===== src/rtl/reg_writeback_arbiter_pkg.sv =====
// Shared widths, read-only register boundary and writeback source encoding
// for the per-thread register-file write port.
package reg_writeback_arbiter_pkg;
    localparam int DATA_BITS     = 8;
    localparam int REG_ADDR_BITS = 4;
    localparam int FIRST_RO_REG  = 13;

    typedef enum logic [1:0] {
        WB_NONE,
        WB_ALU,
        WB_CONST,
        WB_LSU
    } wb_src_e;
endpackage


===== src/rtl/reg_writeback_arbiter_wb_fifo.sv =====
// Small synchronous FIFO buffering LSU load responses until the write port is free.
// Full/empty derive from the registered count only, so ready never depends on pop.
module reg_writeback_arbiter_wb_fifo #(
    parameter int DEPTH = 2,
    parameter int WIDTH = 12
) (
    input  logic                     clk,
    input  logic                     reset,
    input  logic                     push,
    input  logic [WIDTH-1:0]         push_entry,
    input  logic                     pop,
    output logic [WIDTH-1:0]         head_entry,
    output logic                     full,
    output logic                     empty,
    output logic [$clog2(DEPTH):0]   count
);
    localparam int PTR_BITS = $clog2(DEPTH);

    logic [WIDTH-1:0]    mem [DEPTH];
    logic [PTR_BITS-1:0] wr_ptr;
    logic [PTR_BITS-1:0] rd_ptr;
    logic [PTR_BITS:0]   count_q;
    logic                do_push;
    logic                do_pop;

    assign full       = (count_q == (PTR_BITS+1)'(DEPTH));
    assign empty      = (count_q == '0);
    assign count      = count_q;
    assign do_push    = push && !full;
    assign do_pop     = pop && !empty;
    assign head_entry = mem[rd_ptr];

    always_ff @(posedge clk) begin
        if (!reset) begin
            wr_ptr  <= '0;
            rd_ptr  <= '0;
            count_q <= '0;
        end else begin
            if (do_push) wr_ptr <= wr_ptr + PTR_BITS'(1);
            if (do_pop)  rd_ptr <= rd_ptr + PTR_BITS'(1);
            case ({do_push, do_pop})
                2'b10:   count_q <= count_q + (PTR_BITS+1)'(1);
                2'b01:   count_q <= count_q - (PTR_BITS+1)'(1);
                default: count_q <= count_q;
            endcase
        end
    end

    // Storage is data only and needs no reset; pointers define validity.
    always_ff @(posedge clk) begin
        if (do_push) mem[wr_ptr] <= push_entry;
    end
endmodule


===== src/rtl/reg_writeback_arbiter.sv =====
// Single write-port arbiter (ALU > CONST > buffered LSU) with pending-load scoreboard,
// LSU starvation stall and sticky read-only / source-conflict error flags.
module reg_writeback_arbiter #(
    parameter int DATA_BITS    = reg_writeback_arbiter_pkg::DATA_BITS,
    parameter int ADDR_BITS    = reg_writeback_arbiter_pkg::REG_ADDR_BITS,
    parameter int FIFO_DEPTH   = 2,
    parameter int FIRST_RO_REG = reg_writeback_arbiter_pkg::FIRST_RO_REG,
    parameter int STARVE_LIMIT = 4
) (
    input  logic                    clk,
    input  logic                    reset,
    input  logic                    alu_valid,
    input  logic [ADDR_BITS-1:0]    alu_rd_addr,
    input  logic [DATA_BITS-1:0]    alu_data,
    input  logic                    const_valid,
    input  logic [ADDR_BITS-1:0]    const_rd_addr,
    input  logic [DATA_BITS-1:0]    const_data,
    input  logic                    load_issue,
    input  logic [ADDR_BITS-1:0]    load_issue_rd,
    input  logic                    lsu_valid,
    output logic                    lsu_ready,
    input  logic [ADDR_BITS-1:0]    lsu_rd_addr,
    input  logic [DATA_BITS-1:0]    lsu_data,
    output logic                    wb_enable,
    output logic [ADDR_BITS-1:0]    wb_rd_address,
    output logic [DATA_BITS-1:0]    wb_data,
    output logic [2**ADDR_BITS-1:0] pending_mask,
    output logic                    issue_stall,
    output logic                    ro_violation,
    output logic                    src_conflict
);
    import reg_writeback_arbiter_pkg::*;

    localparam int ENTRY_BITS = ADDR_BITS + DATA_BITS;
    localparam int CNT_BITS   = $clog2(STARVE_LIMIT + 1);

    function automatic logic is_ro(input logic [ADDR_BITS-1:0] addr);
        return int'(addr) >= FIRST_RO_REG;
    endfunction

    function automatic logic [CNT_BITS-1:0] sat_inc(input logic [CNT_BITS-1:0] v);
        if (v >= CNT_BITS'(STARVE_LIMIT)) return v;
        return v + CNT_BITS'(1);
    endfunction

    logic                       fifo_push;
    logic                       fifo_pop;
    logic                       fifo_full;
    logic                       fifo_empty;
    logic [$clog2(FIFO_DEPTH):0] fifo_count;
    logic [ENTRY_BITS-1:0]      head_entry;
    logic [ADDR_BITS-1:0]       head_addr;
    logic [DATA_BITS-1:0]       head_data;

    wb_src_e                    src_p0;
    logic [ADDR_BITS-1:0]       addr_p0;
    logic [DATA_BITS-1:0]       data_p0;
    logic                       ro_p0;
    logic                       vld_p0;
    logic [2**ADDR_BITS-1:0]    pending_next;
    logic [CNT_BITS-1:0]        wait_next;

    logic                       vld_p1;
    wb_src_e                    src_p1;
    logic [ADDR_BITS-1:0]       addr_p1;
    logic [DATA_BITS-1:0]       data_p1;
    logic [2**ADDR_BITS-1:0]    pending_p1;
    logic [CNT_BITS-1:0]        wait_cnt_p1;
    logic                       stall_p1;
    logic                       ro_err_p1;
    logic                       conflict_p1;
    logic                       ready_en_p1;

    assign lsu_ready = ready_en_p1 && !fifo_full;
    assign fifo_push = lsu_valid && lsu_ready;
    assign {head_addr, head_data} = head_entry;

    reg_writeback_arbiter_wb_fifo #(
        .DEPTH (FIFO_DEPTH),
        .WIDTH (ENTRY_BITS)
    ) u_wb_fifo (
        .clk        (clk),
        .reset      (reset),
        .push       (fifo_push),
        .push_entry ({lsu_rd_addr, lsu_data}),
        .pop        (fifo_pop),
        .head_entry (head_entry),
        .full       (fifo_full),
        .empty      (fifo_empty),
        .count      (fifo_count)
    );

    // Stage p0: source selection, scoreboard and starvation next-state
    always_comb begin
        src_p0  = WB_NONE;
        addr_p0 = '0;
        data_p0 = '0;
        if (alu_valid) begin
            src_p0  = WB_ALU;
            addr_p0 = alu_rd_addr;
            data_p0 = alu_data;
        end else if (const_valid) begin
            src_p0  = WB_CONST;
            addr_p0 = const_rd_addr;
            data_p0 = const_data;
        end else if (!fifo_empty) begin
            src_p0  = WB_LSU;
            addr_p0 = head_addr;
            data_p0 = head_data;
        end
    end

    assign fifo_pop  = (src_p0 == WB_LSU);
    assign ro_p0     = is_ro(addr_p0);
    assign vld_p0    = (src_p0 != WB_NONE) && !ro_p0;
    assign wait_next = ((fifo_count != '0) && !fifo_pop) ? sat_inc(wait_cnt_p1) : '0;

    // Clear lands as the LSU write retires; a same-cycle issue to that register wins.
    always_comb begin
        pending_next = pending_p1;
        if (vld_p1 && (src_p1 == WB_LSU)) pending_next[addr_p1] = 1'b0;
        if (load_issue && !is_ro(load_issue_rd)) pending_next[load_issue_rd] = 1'b1;
    end

    // Stage p1: registered write port and status
    always_ff @(posedge clk) begin
        if (!reset) begin
            vld_p1      <= 1'b0;
            src_p1      <= WB_NONE;
            addr_p1     <= '0;
            data_p1     <= '0;
            pending_p1  <= '0;
            wait_cnt_p1 <= '0;
            stall_p1    <= 1'b0;
            ro_err_p1   <= 1'b0;
            conflict_p1 <= 1'b0;
            ready_en_p1 <= 1'b0;
        end else begin
            vld_p1      <= vld_p0;
            src_p1      <= src_p0;
            addr_p1     <= addr_p0;
            data_p1     <= data_p0;
            pending_p1  <= pending_next;
            wait_cnt_p1 <= wait_next;
            stall_p1    <= (wait_next >= CNT_BITS'(STARVE_LIMIT));
            ro_err_p1   <= ro_err_p1 || ((src_p0 != WB_NONE) && ro_p0);
            conflict_p1 <= conflict_p1 || (alu_valid && const_valid);
            ready_en_p1 <= 1'b1;
        end
    end

    assign wb_enable     = vld_p1;
    assign wb_rd_address = addr_p1;
    assign wb_data       = data_p1;
    assign pending_mask  = pending_p1;
    assign issue_stall   = stall_p1;
    assign ro_violation  = ro_err_p1;
    assign src_conflict  = conflict_p1;
endmodule


===== config.mk =====
export PLATFORM = sky130hd
export DESIGN_NAME = reg_writeback_arbiter
export DESIGN_NICKNAME = d
export VERILOG_FILES = /design/src/rtl/reg_writeback_arbiter_pkg.sv /design/src/rtl/reg_writeback_arbiter_wb_fifo.sv /design/src/rtl/reg_writeback_arbiter.sv
export SDC_FILE = /design/constraint.sdc
export NUM_CORES = 1
export LEC_CHECK = 0
export CORE_MARGIN = 10
export CORE_UTILIZATION = 35
export DETAILED_ROUTE_END_ITERATION = 10
export PLACE_DENSITY = 0.72
export SYNTH_ARGS = -nofsm -noshare
export SYNTH_HDL_FRONTEND = slang
export SYNTH_SLANG_ARGS = --single-unit

===== constraint.sdc =====
create_clock -name clk -period 3.8 [get_ports clk]
set_clock_uncertainty 0.2 [all_clocks]
set_input_delay 0.76 -clock clk [delete_from_list [all_inputs] [get_ports clk]]
set_output_delay 0.76 -clock clk [all_outputs]
set_load 0.05 [all_outputs]

[Word-level counts from Yosys, hierarchy flattened]
Memory sizes are Yosys's and may differ from the RTL's. A register that Yosys moved wholly into a read port is not among the register bits.
Cells that the tools add are included.
Word-level totals
  input bits: 46
  word-level logic and storage cells: 83
  flip-flop bits (word level): 42
  output and inout port bits: 33
  memory bits (writable): 24
  memories kept: 1
Memories
  u_wb_fifo.mem: words 2, width 12, rd ports 1, clocked after Yosys merged registers in 1, wr ports 1, RTL line reg_writeback_arbiter_wb_fifo.sv:19  | logic [WIDTH-1:0] mem [DEPTH];
Operators by class
  reduce and logical (&&, ||, !) cells: 23
  multiplexer cells: 25
  add/sub/neg operators: 5
  eq/ne operators: 5
  magnitude comparators: 8
  bitwise logic cells: 3
Operators by type and width (number)
  $mux W16: 2
  $mux W8: 3
  $and A16 B16 Y16: 1
  $not A16 Y16: 1
  $or A16 B16 Y16: 1
  $logic_and A1 B1 Y1: 12
  $mux W4: 3
  $lt A4 B5 Y1 const B: 2
  $mux W3: 3
  $demux W1 S4: 2
  $eq A2 B2 Y1 const B: 4
  $ge A4 B1 Y1 const B: 2
  $ge A4 B4 Y1 const B: 2
  $mux W1: 8
  $ge A3 B3 Y1 const B: 2
  $mux W2: 3
  $reduce_bool A2 Y1: 3
  $logic_not A1 Y1: 5
  $pmux W2 S2: 1
  $add A3 B1 Y3 const B: 1
  $add A1 B1 Y1 const B: 2
  $add A2 B1 Y2 const B: 1
  $eq A2 B1 Y1 const B: 1
  $logic_not A2 Y1: 1
  other kinds (2): 3

[Logic depth before layout (Yosys ltp)]
Gate-level depths: netlist (run 1).
  word-level depth: 9
  mapped depth: 9
  depth with buffers taken out: 7

[By module]
From an unflattened synthesis (run 1), not the netlist that was laid out.
Unflattened totals
  cells, all modules: 247
  area, all modules: 2720.1 sq um
Modules (own cells, without submodules)
  reg_writeback_arbiter: cells an instance 184, sequential area each 740.7 sq um, area an instance 1622.8 sq um, times used 1
  reg_writeback_arbiter_wb_fifo: cells an instance 63, sequential area each 820.8 sq um, area an instance 1097.3 sq um, times used 1

[Worst setup path after synthesis (run 1)]
No wires, ideal clock.
  kind: input port to flip-flop
  from: input alu_valid
  to: register u_wb_fifo.count_q[1] (netlist: u_wb_fifo.count[1])
  arrival time: 2.075 ns
  cell stages on the path: 8
  slack: 1.450 ns
  path buffers: 2
  data required time: 3.524 ns
  setup time: 0.076 ns
  cells stage by stage: buf_6 > nor2_1 > o21ai_2 > inv_2 > buf_6 > ha_1 > or3_1 > a21boi_0
On the way
  longest elaborated chain between the ends: 5
  elaborated cells on any way between the ends: 7
  those cells by class: eq/ne: 3; mux: 2; reduce/logical: 2
RTL lines
  start, declared: RTL line reg_writeback_arbiter.sv:12  | input logic alu_valid,
  $mux W2 *: RTL line reg_writeback_arbiter.sv:98  | if (alu_valid) begin
  $eq A2 B2 Y1 *: RTL line reg_writeback_arbiter.sv:113  | assign fifo_pop = (src_p0 == WB_LSU);
  $logic_and A1 B1 Y1 *: RTL line reg_writeback_arbiter_wb_fifo.sv:30  | assign do_pop = pop && !empty;
  via u_wb_fifo.do_pop: RTL line reg_writeback_arbiter_wb_fifo.sv:24  | logic do_pop;
  $eq A2 B1 Y1 or $eq A2 B2 Y1 (tied branches): RTL line reg_writeback_arbiter_wb_fifo.sv:41  | case ({do_push, do_pop})
  $pmux W2 S2 or $reduce_bool A2 Y1 (tied branches)
  end signal, assigned: RTL line reg_writeback_arbiter_wb_fifo.sv:42  | 2'b10: count_q <= count_q + (PTR_BITS+1)'(1);
  end signal, assigned: RTL line reg_writeback_arbiter_wb_fifo.sv:43  | 2'b01: count_q <= count_q - (PTR_BITS+1)'(1);
  end signal, assigned: RTL line reg_writeback_arbiter_wb_fifo.sv:44  | default: count_q <= count_q;
  end, declared: RTL line reg_writeback_arbiter_wb_fifo.sv:22  | logic [PTR_BITS:0] count_q;
Mark *: on every way through the listed nets, which the timed path passes. The rest lies on a longest branch.
A chain may end at the register's enable or synchronous reset.

[Final worst setup path (run 1)]
  from: register u_wb_fifo.count_q[0] (netlist: u_wb_fifo.count[0])
  to: output lsu_ready
On the way
  longest elaborated chain between the ends: 3
RTL lines
  $eq A2 B2 Y1: RTL line reg_writeback_arbiter_wb_fifo.sv:26  | assign full = (count_q == (PTR_BITS+1)'(DEPTH));
  $logic_not A1 Y1: RTL line reg_writeback_arbiter.sv:74  | assign lsu_ready = ready_en_p1 && !fifo_full;
  $logic_and A1 B1 Y1: RTL line reg_writeback_arbiter.sv:74
  end, declared: RTL line reg_writeback_arbiter.sv:21  | output logic lsu_ready,
Every way passes these cells.

==> flow_metrics.env, run 1 <==
export IMPL_status="completed"
export IMPL_cp_cell_sequence="o21a_1 -> clkdlybuf4s50_1"
export IMPL_antenna_found_initial=0
export IMPL_vias=2074
export IMPL_finalSetupTns_ns=0
export IMPL_cts_root_buf="clkbuf_8"
export IMPL_post_cts_setup_buffers=0
export IMPL_cp_slowest_cell="clkdlybuf4s50_1"
export IMPL_grt_pass1_vias=2253
export IMPL_max_stage_delay_ns=0.80
export IMPL_grt_max_degree=19
export IMPL_grt_total_usage_pct=11.88
export IMPL_cts_path_max_buffers=2
export IMPL_drv_slew=0
export IMPL_setup_viol=0
export IMPL_synth_seq_area_share_pct=58.45
export IMPL_final_min_clock_period_ns=2.780
export IMPL_p_leak_nw=1.308
export IMPL_switching_power_mw=0.4326
export IMPL_nNetsFinal=364
export IMPL_final_hold_violation_count=0
export IMPL_fillerInstances=643
export IMPL_insertion_delay_ns=0.34
export IMPL_fmax_ghz=0.3597
export IMPL_synth_edff_count=24
export IMPL_ys_warn_count=0
export IMPL_drtIter0Drc=125
export IMPL_vias_per_cell=4.950
export IMPL_coreArea_um2=7331
export IMPL_die_area_um2=11530
export IMPL_power_density_nw_per_um2=417.7
export IMPL_final_common_cell="clkdlybuf4s50_1"
export IMPL_final_cell_mix="78 x clkdlybuf4s50_1, 42 x dfxtp_1, 24 x edfxtp_1"
export IMPL_core_rowCount=31
export IMPL_clk_pin_slew_worst_paths_ns=0.07
export IMPL_io_pins=79
export IMPL_cp_start_kind="register"
export IMPL_place_congestion=0.8919
export IMPL_worstSetupEndpointType="primary output"
export IMPL_cts_max_level=3
export IMPL_io_buffers=78
export IMPL_cts_resized=0
export IMPL_power_total_mw=1.558
export IMPL_syn_avg_cell_area_um2=11.56
export IMPL_clockPowerShare_pct=33.2
export IMPL_rsz0062_at_grt="false"
export IMPL_worstMarginPinSlew_ns=0.6590
export IMPL_syn_area_um2=2671
export IMPL_critPathArrivalTime_ns=1.82
export IMPL_grt_pass1_wl_um=10810
export IMPL_ant_nets=0
export IMPL_dp_hpwl_um=5078
export IMPL_route_detailed_drc=0
export IMPL_n_antenna_cell=0
export IMPL_syn_inst=231
export IMPL_design_area_um2=3730
export IMPL_switching_share_pct=27.77
export IMPL_relSlewSlack_pct=56.00
export IMPL_ys_types=39
export IMPL_yosys_area_top_type_share_pct=31.48
export IMPL_critical_path_max_fanout=7
export IMPL_syn_nets=280
export IMPL_p_seq_share_pct=50.7
export IMPL_initial_core_util_pct=36.44
export IMPL_ir_worst_vdd_mv=0.1995
export IMPL_die_x_um=107.4
export IMPL_maxCapViolCount=0
export IMPL_synth_top_area_cell="dfxtp_1"
export IMPL_critical_path_class="register to primary output"
export IMPL_dp_slack_ns=0.8296
export IMPL_crit_required_ns=2.84
export IMPL_fin_ws_ns=1.020
export IMPL_placement_cell_area_um2=3551
export IMPL_async_flop_share_pct=0
export IMPL_combinationalPowerShare_pct=16.1
export IMPL_drt_pass1_iter_count=4
export IMPL_min_path_type="register to register"
export IMPL_final_period_utilization_pct=73.16
export IMPL_yosys_most_used_dff="dfxtp_1"
export IMPL_wl_per_cell_um=15.91
export IMPL_yosys_top_cells_area="dfxtp_1 31%, edfxtp_1 27%, a21boi_0 4.2%"
export IMPL_grt_ovfl_total=0
export IMPL_routed_wl_um=6667
export IMPL_die_y_um=107.4
export IMPL_ctsHoldBuffers=0
export IMPL_cts_buffers=9
export IMPL_ys_seq_elements=66
export IMPL_cts_tree="built"
export IMPL_path_buf_inv=1
export IMPL_drive_gt1_share_pct=11.25
export IMPL_p_int_mw=1.125
export IMPL_utilization_pct=50.88
export IMPL_cts_sinks=66
export IMPL_syn2layout_area_growth_pct=39.63
export IMPL_crit_family="buffers and inverters"
[flip-flops by register name, indices dropped and copies added, names as in the netlist, named ones only]
register          flops
u_wb_fifo.mem        24
wb_data               8
wb_enable             1
src_p1                2
u_wb_fifo.rd_ptr      1
ready_en_p1           1
u_wb_fifo.count       2
u_wb_fifo.wr_ptr      1
wb_rd_address         4
pending_mask         16
ro_violation          1
wait_cnt_p1           3
src_conflict          1
[kinds of logic after synthesis]
logic type	count (synthesis)	synth area share, %
and+or+nand+nor	74	14.94
DFF	66	58.45
AOI/OAI and AO/OA	57	15.78
buffers and inverters	14	2.763
muxes	13	5.340
xor gates and xnor gates	4	1.312
adders and majority gates	3	1.405
[through the flow]
stage | hold WS, ns | cells
after CTS | 0.2487 | 419
after detailed placement | 0.2388 | 403
after global routing | 0.2783 | 419
after global placement | 0.2367 | 403
final | 0.2441 | 419
after floorplan | 0.2804 | 231
[final cells by class]
| class | instances | area [µm²] | share of cell area, % |
|---|---|---|---|
| well taps | 99 | 123.9 | 3.321 |
| clock buffers | 9 | 123.9 | 3.321 |
| flip-flops and latches | 66 | 1562 | 41.87 |
| clock inverters | 7 | 55.05 | 1.476 |
| repair buffers | 82 | 810.8 | 21.74 |
| multi-input cells | 151 | 1036 | 27.78 |
| inverters | 5 | 18.77 | 0.5032 |
[metal layers]
| metal | track usage (%) | routed length, µm |
|---|---|---|
| met4 | 5.057 | 66 |
| met3 | 6.347 | 790 |
| met2 | 18.46 | 3023 |
| met1 | 13.31 | 2787 |
| met5 | 0 | 0 |
[path summary, 6_finish.rpt]
check                                         from                  to  slack (ns)  cells after the start
worst max register to register  u_wb_fifo.count[0]  u_wb_fifo.count[1]        1.72                      5
worst min register to register    pending_mask[14]    pending_mask[14]        0.24                      2
worst min-delay path              pending_mask[14]    pending_mask[14]        0.24                      2
worst max-delay path            u_wb_fifo.count[0]           lsu_ready        1.02                      2
[worst register-to-register path, delay by kind of cell, from the launching register on]
family	cells	cell delay (ns)
AO/OA/AOI/OAI	2	0.47
adder cells (fa/ha/maj)	1	0.38
buffers and inverters	1	0.20
flip-flops	1	0.39
AND/OR/NAND/NOR	1	0.37
[power by group through the flow]
| stage | Clock (mW) | Combinational, mW | Sequential, mW |
|---|---|---|---|
| final | 0.517 | 0.251 | 0.790 |
| after global routing | 0.568 | 0.270 | 0.795 |
| after CTS | 0.538 | 0.252 | 0.790 |
| after detailed placement | 0 | 0.251 | 0.806 |
| after global placement | 0 | 0.247 | 0.805 |
| after floorplan | 0 | 0.104 | 0.845 |
[Yosys cell counts (5+ instances only)]
cell / number
nand2_1: 16
nor2_1: 13
a222oi_1: 8
nor2b_1: 14
edfxtp_1: 24
dfxtp_1: 42
a21oi_1: 5
mux2_2: 10
o21ai_0: 15
a21boi_0: 15
and2_1: 6
Note: power is estimated with default switching activity, not from simulation.
==> run 2, diff against run 1 <==
Settings changed: PLACE_DENSITY 0.72 to 0.75.
Clock period 3.8 ns to 2.4 ns, I/O delays scaled along.
==> flow_metrics.env, run 2 (same netlist as run 1, synthesis figures left out) <==
export IMPL_grt_pass1_wl_um=11190
export IMPL_cts_path_max_buffers=2
export IMPL_reg2regPathDepth=5
export IMPL_setup_viol=0
export IMPL_ant_nets=0
export IMPL_drv_slew=0
export IMPL_cp_depth=1
export IMPL_initial_core_util_pct=36.44
export IMPL_utilization_pct=51.73
export IMPL_cts_buffers=9
export IMPL_final_common_cell="clkdlybuf4s50_1"
export IMPL_power_density_nw_per_um2=671.0
export IMPL_p_leak_nw=1.352
export IMPL_path_buf_inv=1
export IMPL_dp_slack_ns=0.04640
export IMPL_drive_gt1_share_pct=12.58
export IMPL_antenna_found_initial=0
export IMPL_cts_tree="built"
export IMPL_ir_worst_vdd_mv=0.4262
export IMPL_drt_pass1_iter_count=4
export IMPL_syn2layout_area_growth_pct=41.97
export IMPL_drtIter0Drc=137
export IMPL_cts_root_buf="clkbuf_8"
export IMPL_worstMarginPinSlew_ns=0.5752
export IMPL_routed_wl_um=6806
export IMPL_post_cts_setup_buffers=0
export IMPL_maxCapViolCount=0
export IMPL_die_y_um=107.4
export IMPL_crit_family="buffers and inverters"
export IMPL_vias=2104
export IMPL_cp_start_kind="register"
export IMPL_rsz0062_at_grt="false"
export IMPL_coreArea_um2=7331
export IMPL_max_stage_delay_ns=0.85
export IMPL_final_period_utilization_pct=96.19
export IMPL_cp_slowest_cell="clkdlybuf4s50_1"
export IMPL_finalSetupTns_ns=0
export IMPL_final_min_clock_period_ns=2.309
export IMPL_grt_total_usage_pct=12.27
export IMPL_place_congestion=0.8806
export IMPL_wl_per_cell_um=16.01
export IMPL_cts_sinks=66
export IMPL_critical_path_class="register to primary output"
export IMPL_insertion_delay_ns=0.34
export IMPL_clk_pin_slew_worst_paths_ns=0.07
export IMPL_die_x_um=107.4
export IMPL_grt_ovfl_total=0
export IMPL_power_total_mw=2.545
export IMPL_n_antenna_cell=0
export IMPL_crit_required_ns=1.72
export IMPL_cp_cell_sequence="clkdlybuf4s50_1"
export IMPL_relSlewSlack_pct=61.53
export IMPL_grt_max_degree=20
export IMPL_fmax_ghz=0.4332
export IMPL_cts_max_level=3
export IMPL_final_hold_violation_count=0
export IMPL_route_detailed_drc=0
export IMPL_fin_hold_ws_ns=0.2493
export IMPL_cts_resized=0
export IMPL_io_buffers=78
export IMPL_nNetsFinal=371
export IMPL_critical_path_max_fanout=6
export IMPL_final_cell_mix="77 x clkdlybuf4s50_1, 42 x dfxtp_1, 24 x edfxtp_1"
export IMPL_io_pins=79
export IMPL_min_path_type="register to register"
export IMPL_core_rowCount=31
export IMPL_min_delay_path_depth=2
export IMPL_top_register="u_wb_fifo.mem"
export IMPL_vias_per_cell=4.951
export IMPL_die_area_um2=11530
export IMPL_fin_ws_ns=0.09143
export IMPL_grt_pass1_vias=2191
export IMPL_critPathArrivalTime_ns=1.63
export IMPL_dp_hpwl_um=5255
export IMPL_ctsHoldBuffers=0
export IMPL_status="completed"
export IMPL_largest_reg_flops=24
export IMPL_worstSetupEndpointType="primary output"
[run 2: changes by cell type in the layout (fill, tap and decap cells not counted), sizes merged]
cell / change
clkbuf: +5
clkinv: -4
clkdlybuf4s50: -1
clkinvlp: -1
buf: +8
inv: -1
[run 2: cell type report]
type | count | area [µm²]
Tap cell | 99 | 123.9
Timing Repair Buffer | 89 | 860.8
Sequential cell | 66 | 1562
Fill cell | 642 | 3538
Clock buffer | 14 | 183.9
Inverter | 5 | 18.77
Clock inverter | 1 | 7.507
Multi-Input combinational cell | 151 | 1036
[run 2: per-layer routing]
layer	vias up	track usage [%]	wire length (µm)	share of wire [%]
li1	1024	-	-	-
met1	966	14.29	2910	43
met2	101	17.63	2767	41
met3	13	8.144	1016	15
met4	0	4.389	111	1.6
met5	-	0	0	0
[run 2: worst paths after layout]
kind                           start                  to  slack [ns]
setup reg to reg  u_wb_fifo.count[1]  u_wb_fifo.count[1]        0.51
setup / recovery    wb_rd_address[0]    wb_rd_address[0]        0.09
hold reg to reg     pending_mask[13]    pending_mask[13]        0.25
hold / removal      pending_mask[13]    pending_mask[13]        0.25
[run 2: metrics by stage]
step                area (µm²)  cells
floorplan                 2671    231
global placement          3601    410
detailed placement        3601    410
CTS                       3792    425
global route              3792    425
finish                    3792    425
[run 2: tightest hold or removal path, cell delays in order, from the launching register on]
cell and delay [ns]:
dfxtp_1 0.32, nand2_1 0.06, a21oi_1 0.03
[run 2: report_power, final]
group	total (mW)	switching [mW]	internal (mW)
clock network	0.885	0.395	0.490
registers	1.25	0.0355	1.21
logic	0.410	0.214	0.196
